[config.mk]
export PLATFORM = sky130hd
export DESIGN_NAME = conv_window_sched
export DESIGN_NICKNAME = d
export VERILOG_FILES = /design/src/rtl/conv_window_sched.sv
export SDC_FILE = /design/constraint.sdc
export NUM_CORES = 1
export LEC_CHECK = 0
export CORE_UTILIZATION = 45
export DETAILED_ROUTE_END_ITERATION = 6
export GPL_TIMING_DRIVEN = 0
export HOLD_SLACK_MARGIN = 0.15
export PLACE_DENSITY = 0.92
export SKIP_LAST_GASP = 1
export SYNTH_ARGS = -nofsm -noshare
export SYNTH_HDL_FRONTEND = slang
export SYNTH_SLANG_ARGS = --single-unit
export TNS_END_PERCENT = 1
[constraint.sdc]
create_clock -name clk -period 3.6 [get_ports clk]
set_clock_uncertainty 0.15 [all_clocks]
set_input_delay 0.9 -clock clk [delete_from_list [all_inputs] [get_ports clk]]
set_output_delay 0.9 -clock clk [all_outputs]
set_load 0.01 [all_outputs]
[src/rtl/conv_window_sched.sv]
// conv_window_sched: walks all valid FxF windows of an IMG_H x IMG_W map, sequencing one MAC unit per window.
// Optional pass cycle counter on perf_cycles when CONV_SCHED_PERF_EN is defined; otherwise perf_cycles is 0.
module conv_window_sched #(
   parameter int DATA_WIDTH = 16,
   parameter int D          = 1,
   parameter int F          = 5,
   parameter int IMG_W      = 32,
   parameter int IMG_H      = 32,
   parameter int PE_LAT     = 2,
   localparam int RW        = IMG_H > 1 ? $clog2(IMG_H) : 1,
   localparam int CW        = IMG_W > 1 ? $clog2(IMG_W) : 1
) (
   input  logic                  clk,
   input  logic                  reset,
   input  logic                  start,
   output logic                  busy,
   output logic                  done,
   output logic                  pe_reset,
   output logic [RW-1:0]         win_row,
   output logic [CW-1:0]         win_col,
   input  logic [DATA_WIDTH-1:0] conv_result,
   output logic [DATA_WIDTH-1:0] out_data,
   output logic                  out_valid,
   input  logic                  out_ready,
   output logic [31:0]           perf_cycles
);
   localparam int OUT_W = IMG_W - F + 1;
   localparam int OUT_H = IMG_H - F + 1;
   localparam int ACC   = D * F * F + PE_LAT;
   localparam int AW    = $clog2(ACC + 1);
   typedef enum logic [2:0] {IDLE, LOAD, ACCUM, EMIT, FIN} state_t;
   state_t state, next;
   logic [AW-1:0] cnt;
   logic last_cnt, row_end, last_win, accept, advance;
   assign last_cnt = cnt == AW'(ACC - 1);
   assign row_end  = win_col == CW'(OUT_W - 1);
   assign last_win = row_end && win_row == RW'(OUT_H - 1);
   assign accept   = state == IDLE && start;
   assign advance  = state == EMIT && out_ready && !last_win;
   always_ff @(posedge clk)
      if (reset) state <= IDLE;
      else state <= next;
   always_comb
      next = state == IDLE  ? (start ? LOAD : IDLE) :
             state == LOAD  ? ACCUM :
             state == ACCUM ? (last_cnt ? EMIT : ACCUM) :
             state == EMIT  ? (out_ready ? (last_win ? FIN : LOAD) : EMIT) : IDLE;
   always_comb begin
      busy      = state == LOAD || state == ACCUM || state == EMIT;
      done      = state == FIN;
      pe_reset  = !(state == ACCUM || state == EMIT);
      out_valid = state == EMIT;
   end
   always_ff @(posedge clk)
      if (reset) begin
         cnt      <= '0;
         win_row  <= '0;
         win_col  <= '0;
         out_data <= '0;
      end else begin
         cnt <= (state == ACCUM && !last_cnt) ? cnt + 1'b1 : '0;
         if (accept) begin
            win_row <= '0;
            win_col <= '0;
         end else if (advance) begin
            win_col <= row_end ? '0 : win_col + 1'b1;
            win_row <= row_end ? win_row + 1'b1 : win_row;
         end
         if (state == ACCUM && last_cnt) out_data <= conv_result;
      end
`ifdef CONV_SCHED_PERF_EN
   logic [31:0] perf;
   always_ff @(posedge clk)
      if (reset) perf <= '0;
      else if (accept) perf <= '0;
      else if (busy && !(&perf)) perf <= perf + 1'b1;
   assign perf_cycles = perf;
`else
   assign perf_cycles = '0;
`endif
endmodule

Yosys cells after proc, flatten, opt, wreduce, memory -nomap -nowiden --
Index checks and enable logic that the tools add are counted.
Word-level totals: flip-flop bits (word level) 34, output and inout bits 62, word-level logic and storage cells 41
Cells by class: add/sub/neg operators 3, equality and inequality tests 7, muxes and demuxes 9, bitwise logic cells 1, reductions and logical operators 16
Operators by type and width (number):
- 3-bit 2-to-1 mux | 6
- 5-bit by 1-bit adder with 5-bit output (second input constant) | 3
- 5-bit == test (second input constant) | 3
- 3-bit by 2-bit == test with 1-bit output (second input constant) | 2
- 1-bit logical AND | 6
- 5-bit 2-to-1 mux | 1
- 2-bit OR reduction | 2
- 3-bit by 1-bit == test with 1-bit output (second input constant) | 1
- 3-bit == test (second input constant) | 1
- 1-bit zero test | 3
- 3-bit zero test | 1
- 1-bit logical OR | 3
- 1-bit 2-to-1 mux | 2
- 2-bit AND reduction | 1
- 1-bit inverter | 1

Longest topological paths before layout --
Gate-level depths: netlist of the first run.
word-level depth 8, depth in mapped cells 7, mapped depth without buffers 5

Worst setup path before layout of the first run --
OpenSTA, ideal clock, no wires.
path kind input to register, from in reset, to reg cnt[2], library setup time 0.066 ns, arrival time 1.720 ns, required time 3.384 ns, slack 1.664 ns, cell stages on the path 5, cell sequence clkbuf_1 > inv_1 > clkbuf_1 > nand3_1 > nor2_1
Between the ends: cells in the longest elaborated chain, start to end 1
RTL lines:
- from (decl) | RTL line 14 | input logic reset,
- 2-bit OR reduction (no line)
- to (signal assigned) | RTL line 61 | cnt <= (state == ACCUM && !last_cnt) ? cnt + 1'b1 : '0;
- to (decl) | RTL line 33 | logic [AW-1:0] cnt;
Every way passes these cells. A chain may end at the register's enable or synchronous reset.

Worst setup path after layout of the first run --
from reg state[0], to out busy
Between the ends: cells in the longest elaborated chain, start to end 3, elaborated cells between the ends (all ways) 5, those cells by class eq/ne: 3; reduce/logical: 2
RTL lines:
- from (decl) | RTL line 32 | state_t state, next;
- from (signal assigned) | RTL line 42 | else state <= next;
- 3-bit by 1-bit == test with 1-bit output or 3-bit by 2-bit == test with 1-bit output (tied branches) | RTL line 49 | busy = state == LOAD || state == ACCUM || state == EMIT;
- 1-bit logical OR | RTL line 49
- 1-bit logical OR * | RTL line 49
- to (decl) | RTL line 16 | output logic busy,
Mark *: on every way between the ends. The rest lies on a longest branch, timed or not.

==> results.rst, run 1 <==
.. list-table::
   :header-rows: 1

   * - Metric
     - Value
   * - Total track usage
     - 19.63%
   * - Distinct cell type count of the synthesized netlist
     - 39
   * - Max Cap Violations
     - 0
   * - Number of register bits inferred by synthesis
     - 34
   * - Final antenna-violating net count
     - 0
   * - Critical Path End Type
     - output port
   * - Initial antenna violation count
     - 0
   * - Post-CTS setup repair buffer count
     - 0
   * - Worst hold path cell count
     - 1
   * - Met3 Wirelength
     - 315 µm
   * - Clock insertion delay at the later pin of the skew report
     - 0.28 ns
   * - Count of vias placed by the detailed router
     - 1688
   * - Leak Pwr
     - 1.039 nW
   * - Post-synthesis sequential area ratio
     - 37.73%
   * - IR Drop Worst-Case VDD
     - 0.1922 mV
   * - Fraction of layout cells with a size suffix above 1
     - 17.35%
   * - GP Congestion
     - 0.8025
   * - Clock network power share
     - 36.8%
   * - # setup viols final
     - 0
   * - Cell area after synthesis
     - 1804 µm²
   * - Routed met2 length
     - 1888 µm
   * - Clock slew at reported path FFs
     - 0.07 ns
   * - Combinational cell fraction of total power
     - 14.2%
   * - Wire length of the first global-routing pass
     - 6548 µm
   * - Terminating pin of the worst hold path
     - cnt[0]
   * - Number of hold violations in the final report
     - 0
   * - Area inside the core boundary
     - 3744 µm²
   * - Max Freq
     - 382.6 MHz
   * - Resized cells post-CTS
     - 0
   * - Via count of the first global-routing pass
     - 1479
   * - Mean instance size in the synthesized netlist
     - 8.716 µm²
   * - Residual DRC count
     - 0
   * - Y dimension of the die
     - 65.32 µm
   * - Sw Ratio
     - 24.29%
   * - Final Net Count
     - 317
   * - CTS tree
     - done
   * - Post-route clock period utilization
     - 72.60%
   * - Layout area overhead
     - 41.47%
   * - Worst min-delay path class
     - flip-flop to flip-flop
   * - Setup CP Type
     - flip-flop to output port
   * - Count of mapped cells out of synthesis
     - 207
   * - Inserted Diodes
     - 0
   * - First-iteration detailed-routing DRC count
     - 96
   * - Total global routing overflow
     - 0
   * - R2R Path End
     - win_row[4]
   * - Average detailed-routed wire length per instance
     - 11.53 µm
   * - Worst Reg2Reg Path Length in Cells
     - 5
   * - Minimum period implied by the final worst setup slack
     - 2.613 ns
   * - Biggest area consumer among synthesized cells
     - dfxtp_1
   * - Die ar.
     - 4267 µm²
   * - Hold path startpoint
     - cnt[0]
   * - Cts-stage hold buffer count
     - 0
   * - Total number of clock tree sinks
     - 34
   * - Dpl cell area
     - 2461 µm²
   * - Starting density of the core
     - 48.20%
   * - Reg-to-reg setup timing slack
     - 1.78 ns
   * - Final wirelength
     - 3942 µm
   * - First element of the critical path
     - state[0]
   * - Cell area after layout
     - 2552 µm²
   * - Sum of net half-perimeters after detailed placement
     - 2914 µm
   * - Clock root buffer master
     - clkbuf_8
   * - Maximum number of pins on one net before global-route repair
     - 11
   * - Top cell type's share of synthesized area
     - 37.73%
   * - Internal power contribution
     - 0.0005907 W
   * - TritonCTS buffer count
     - 5
   * - Unrepaired setup endpoints after global routing
     - no
   * - Number of port buffers
     - 48
   * - Met1 routed wirelength after detailed routing
     - 1695 µm
   * - Synth area leaders
     - dfxtp_1 (38%), buf_4 (14%), nand3_1 (7.8%)
   * - Required time at the worst-slack endpoint
     - 2.55 ns
   * - PwrDens
     - 305.7 nW/µm²
   * - 1st-pass router iterations
     - 4
   * - Arrival time reported for the critical path endpoint
     - 1.56 ns
   * - Net switching power
     - 0.0001895 W
   * - H-tree levels
     - 2
   * - Slew Viols, Final
     - 0
   * - Die width
     - 65.32 µm
   * - Synth Warn #
     - 0
   * - Largest fanout on the critical path
     - 8
   * - Sequential share of power
     - 48.9%
   * - Max Root-Sink Buffers
     - 2
   * - Number of I/O pins
     - 82
   * - Run status
     - finished, final reports clean
   * - Row Count
     - 22
   * - Highest metal layer used by the detailed router
     - met4
   * - Worst Setup Start Kind
     - flip-flop
   * - Worst reg2reg path startpoint
     - win_col[0]
   * - Final TNS setup
     - 0 ns
   * - Number of vias per cell
     - 4.936
registers in the layout (all words and copies together), names as in the netlist:
name and cells:
out_data 16, cnt 5, win_col 5, win_row 5
state 3
placed cells by master (no fill, tap or decap), drive strengths merged, types with 5 or more instances in the layout:
cell type and n:
a21oi 23, buf 40, clkbuf 11, clkdlybuf4s50 48, conb 32, dfxtp 34, inv 5, nand3 28
nor2 7, o21ai 18
power groups by stage:
stage / clock [W] / combinational (W) / sequential [W]
final: 0.000287 / 0.000111 / 0.000382
after global routing: 0.000314 / 0.000121 / 0.000382
after CTS: 0.000294 / 0.000109 / 0.000382
after detailed placement: 0 / 0.000109 / 0.000390
after global placement: 0 / 0.000108 / 0.000390
after floorplan: 0 / 0.0000751 / 0.000390
worst max-delay path: stages, from the launching register on:
cell             delay [ns]
dfxtp_1                0.31
buf_2                  0.21
nor2_1                 0.08
nor2_1                 0.13
clkdlybuf4s50_1        0.55
cells in the mapped netlist:
library cell,instances
a21o_1,1
a21oi_1,23
a31oi_1,1
and2_1,1
and3_1,1
and3b_1,1
and4b_1,4
buf_2,4
buf_4,34
buf_6,2
clkbuf_1,4
conb_1,1
dfxtp_1,34
ha_1,4
inv_1,5
mux2i_1,2
nand2_1,2
nand3_1,28
nand3b_1,2
nand4_1,3
nand4b_1,3
nand4b_4,1
nor2_1,7
nor3_1,1
nor3b_4,1
nor4_1,1
o2111ai_1,1
o21ai_0,2
o21ai_1,16
o22ai_1,2
o311ai_2,1
o31ai_1,4
or2b_1,1
or3_1,2
or3b_4,1
or4_1,2
or4b_1,1
xnor2_1,1
xor2_1,2
final cells by class:
type / instances / area, µm²
buffer: 44 / 312.8
multi-input combinational: 155 / 908.4
fill: 313 / 1191
timing repair buffer: 48 / 480.5
clock buffer: 7 / 86.33
sequential: 34 / 680.7
tap: 48 / 60.06
inverter: 5 / 18.77
clock inverter: 1 / 5.005
kinds of logic after synthesis:
kind of cell,synth area share [%]
AND/OR/NAND/NOR,22.47
AO/OA/AOI/OAI,15.88
buffers and inverters,18.38
flip-flops,37.73
adder cells (fa/ha/maj),2.774
XOR/XNOR,1.457
multiplexers,1.110
other,0.2078
metrics by stage:
step	instances	hold slack (ns)	util, %	setup WS, ns	power [W]
after floorplan	238	0.2800	-	1.664	0.0004647
after global placement	334	0.2922	65.74	1.107	0.0004983
after detailed placement	334	0.3041	65.74	1.091	0.0004990
after CTS	342	0.3199	68.18	0.9771	0.0007850
after global routing	342	0.3356	68.18	0.8641	0.0008171
final	342	0.3130	68.18	0.9865	0.0007803
worst max path at each step:
stage / to / slack, ns / cells after the start
2_1_floorplan: cnt[2] / 1.66 / 5
3_3_place_gp: win_row[4] / 1.11 / 4
3_5_place_dp: win_col[3] / 1.09 / 5
4_1_cts: done / 0.98 / 4
5_1_grt: busy / 0.86 / 4
6_report: busy / 0.99 / 4
layer usage:
metal	up-vias	global-route usage, %
met1	756	22.51
met2	74	34.79
met5	-	0
li1	852	-
met4	0	5.978
met3	6	5.729
No activity file was read; power rests on OpenSTA's default activity.
==> inputs of run 2 (changes only) <==
--- a/config.mk
+++ b/config.mk
@@ -5,11 +5,11 @@
 export SDC_FILE = /design/constraint.sdc
 export NUM_CORES = 1
 export LEC_CHECK = 0
-export CORE_UTILIZATION = 45
+export CORE_UTILIZATION = 37
 export DETAILED_ROUTE_END_ITERATION = 6
 export GPL_TIMING_DRIVEN = 0
 export HOLD_SLACK_MARGIN = 0.15
-export PLACE_DENSITY = 0.92
+export PLACE_DENSITY = 0.82
 export SKIP_LAST_GASP = 1
 export SYNTH_ARGS = -nofsm -noshare
 export SYNTH_HDL_FRONTEND = slang
==> constraint.sdc (replaced) <==
create_clock -name clk -period 2.4 [get_ports clk]
set_clock_uncertainty 0.15 [all_clocks]
set_input_delay 0.6 -clock clk [delete_from_list [all_inputs] [get_ports clk]]
set_output_delay 0.6 -clock clk [all_outputs]
set_load 0.01 [all_outputs]
==> run 2 against run 1 <==
Non-clock buffer count unchanged. Design area increased by 1.2%. Critical path depth decreased by 1. Setup slack got worse by 0.91 ns. Largest cell class unchanged. Highest routed layer unchanged.
==> results.rst, run 2 (same netlist as run 1, synthesis figures left out) <==
.. list-table::
   :header-rows: 1

   * - Metric
     - Value
   * - Number of vias per cell
     - 4.865
   * - Slew Viols, Final
     - 0
   * - Final Net Count
     - 317
   * - Resized cells post-CTS
     - 0
   * - Worst Setup Start Kind
     - flip-flop
   * - IR Drop Worst-Case VDD
     - 0.3385 mV
   * - Largest fanout on the critical path
     - 8
   * - Max reg flops
     - 16
   * - First-iteration detailed-routing DRC count
     - 50
   * - Max Freq
     - 431.0 MHz
   * - Setup CP Type
     - flip-flop to output port
   * - Number of port buffers
     - 48
   * - Clock root buffer master
     - clkbuf_8
   * - Fraction of layout cells with a size suffix above 1
     - 18.03%
   * - Number of I/O pins
     - 82
   * - Dpl cell area
     - 2469 µm²
   * - Wire length of the first global-routing pass
     - 6775 µm
   * - Max Cap Violations
     - 0
   * - First element of the critical path
     - state[0]
   * - Initial antenna violation count
     - 0
   * - Run status
     - finished, final reports clean
   * - Area inside the core boundary
     - 4692 µm²
   * - Sum of net half-perimeters after detailed placement
     - 3156 µm
   * - Total track usage
     - 16.69%
   * - Final TNS setup
     - 0 ns
   * - Count of vias placed by the detailed router
     - 1693
   * - Leak Pwr
     - 1.061 nW
   * - Layout area overhead
     - 43.13%
   * - Final antenna-violating net count
     - 0
   * - Max Root-Sink Buffers
     - 2
   * - Clock insertion delay at the later pin of the skew report
     - 0.28 ns
   * - Highest-count cells in the layout ignoring fill and taps
     - clkdlybuf4s50_1 (47), buf_4 (34), dfxtp_1 (33)
   * - Cts-stage hold buffer count
     - 0
   * - Worst min-delay path class
     - flip-flop to flip-flop
   * - Arrival time reported for the critical path endpoint
     - 1.57 ns
   * - Unrepaired setup endpoints after global routing
     - no
   * - Total global routing overflow
     - 0
   * - Post-CTS setup repair buffer count
     - 0
   * - Biggest cell delay along the critical path
     - 0.55 ns
   * - Hold path startpoint
     - cnt[0]
   * - Y dimension of the die
     - 71.83 µm
   * - GP Congestion
     - 0.8150
   * - CTS tree
     - done
   * - Worst reg2reg path startpoint
     - win_col[0]
   * - Via count of the first global-routing pass
     - 1555
   * - Most common library cell in the layout ignoring fill and taps
     - clkdlybuf4s50_1
   * - Clock slew at reported path FFs
     - 0.07 ns
   * - Total number of clock tree sinks
     - 34
   * - Number of hold violations in the final report
     - 0
   * - Residual DRC count
     - 0
   * - PwrDens
     - 478.1 nW/µm²
   * - Worst path slowest cell
     - clkdlybuf4s50_1
   * - Starting density of the core
     - 38.45%
   * - Die ar.
     - 5160 µm²
   * - Post-route clock period utilization
     - 96.67%
   * - H-tree levels
     - 2
   * - Inserted Diodes
     - 0
   * - Biggest register
     - out_data
   * - TritonCTS buffer count
     - 5
   * - Average detailed-routed wire length per instance
     - 12.01 µm
   * - Design Power
     - 0.001235 W
   * - Row Count
     - 25
   * - Required time at the worst-slack endpoint
     - 1.65 ns
   * - Dpl ws
     - 0.1571 ns
   * - 1st-pass router iterations
     - 4
   * - Share of the core filled with cells
     - 55.04%
   * - # setup viols final
     - 0
   * - Critical Path End Type
     - output port
   * - Maximum number of pins on one net before global-route repair
     - 11
   * - Series of cell instances along the critical path
     - buf_2 > and3b_1 > clkdlybuf4s50_1
   * - Final wirelength
     - 4181 µm
   * - Minimum period implied by the final worst setup slack
     - 2.320 ns
   * - Cell area after layout
     - 2582 µm²
   * - Die width
     - 71.83 µm
   * - Setup ws final
     - 0.07984 ns
==> run 2: changes by cell type in the layout (fill, tap and decap cells not counted), sizes merged <==
cell / before / now
clkbuf: 11 / 12
clkinv: 1 / 0
dlymetal6s2s: 0 / 1
clkdlybuf4s50: 48 / 47
==> run 2: where the power goes <==
part | switching (W) | total (W) | internal [W]
clock | 0.000204 | 0.000494 | 0.000290
combinational | 0.0000811 | 0.000167 | 0.0000864
sequential | 0.00000496 | 0.000573 | 0.000568
==> run 2: final cells by class <==
cell class | count | area (µm²)
multi-input cells | 155 | 908.4
clock buffers | 8 | 110.1
repair buffers | 48 | 483.0
well taps | 54 | 67.56
inverters | 5 | 18.77
fillers | 443 | 2110
flip-flops and latches | 34 | 681.9
plain buffers | 44 | 312.8
==> run 2: stage by stage <==
| stage | hold slack, ns | std cells |
|---|---|---|
| 3_5_place_dp | 0.3033 | 340 |
| 3_3_place_gp | 0.2941 | 340 |
| 5_1_grt | 0.3390 | 348 |
| 6_report | 0.3137 | 348 |
| 2_1_floorplan | 0.2800 | 238 |
| 4_1_cts | 0.3189 | 348 |
==> run 2: path summary, 6_finish.rpt <==
kind	to	slack, ns	cells after the start
setup / recovery	out_valid	0.08	3
setup reg to reg	win_row[4]	0.55	5
hold / removal	cnt[0]	0.31	1
hold reg to reg	cnt[0]	0.31	1
==> run 2: critical path: cells and delay by family (launching register included) <==
kind	cells	cell delay, ns
DFF	1	0.31
buffers and inverters	2	0.75
and+or+nand+nor	1	0.23
==> run 2: routing by layer <==
layer	up-vias	global-route usage, %	part of all wire [%]
li1	858	-	-
met1	768	17.83	43
met2	63	29.45	49
met3	4	6.470	7.4
met4	0	6.754	1.1
met5	-	0	0
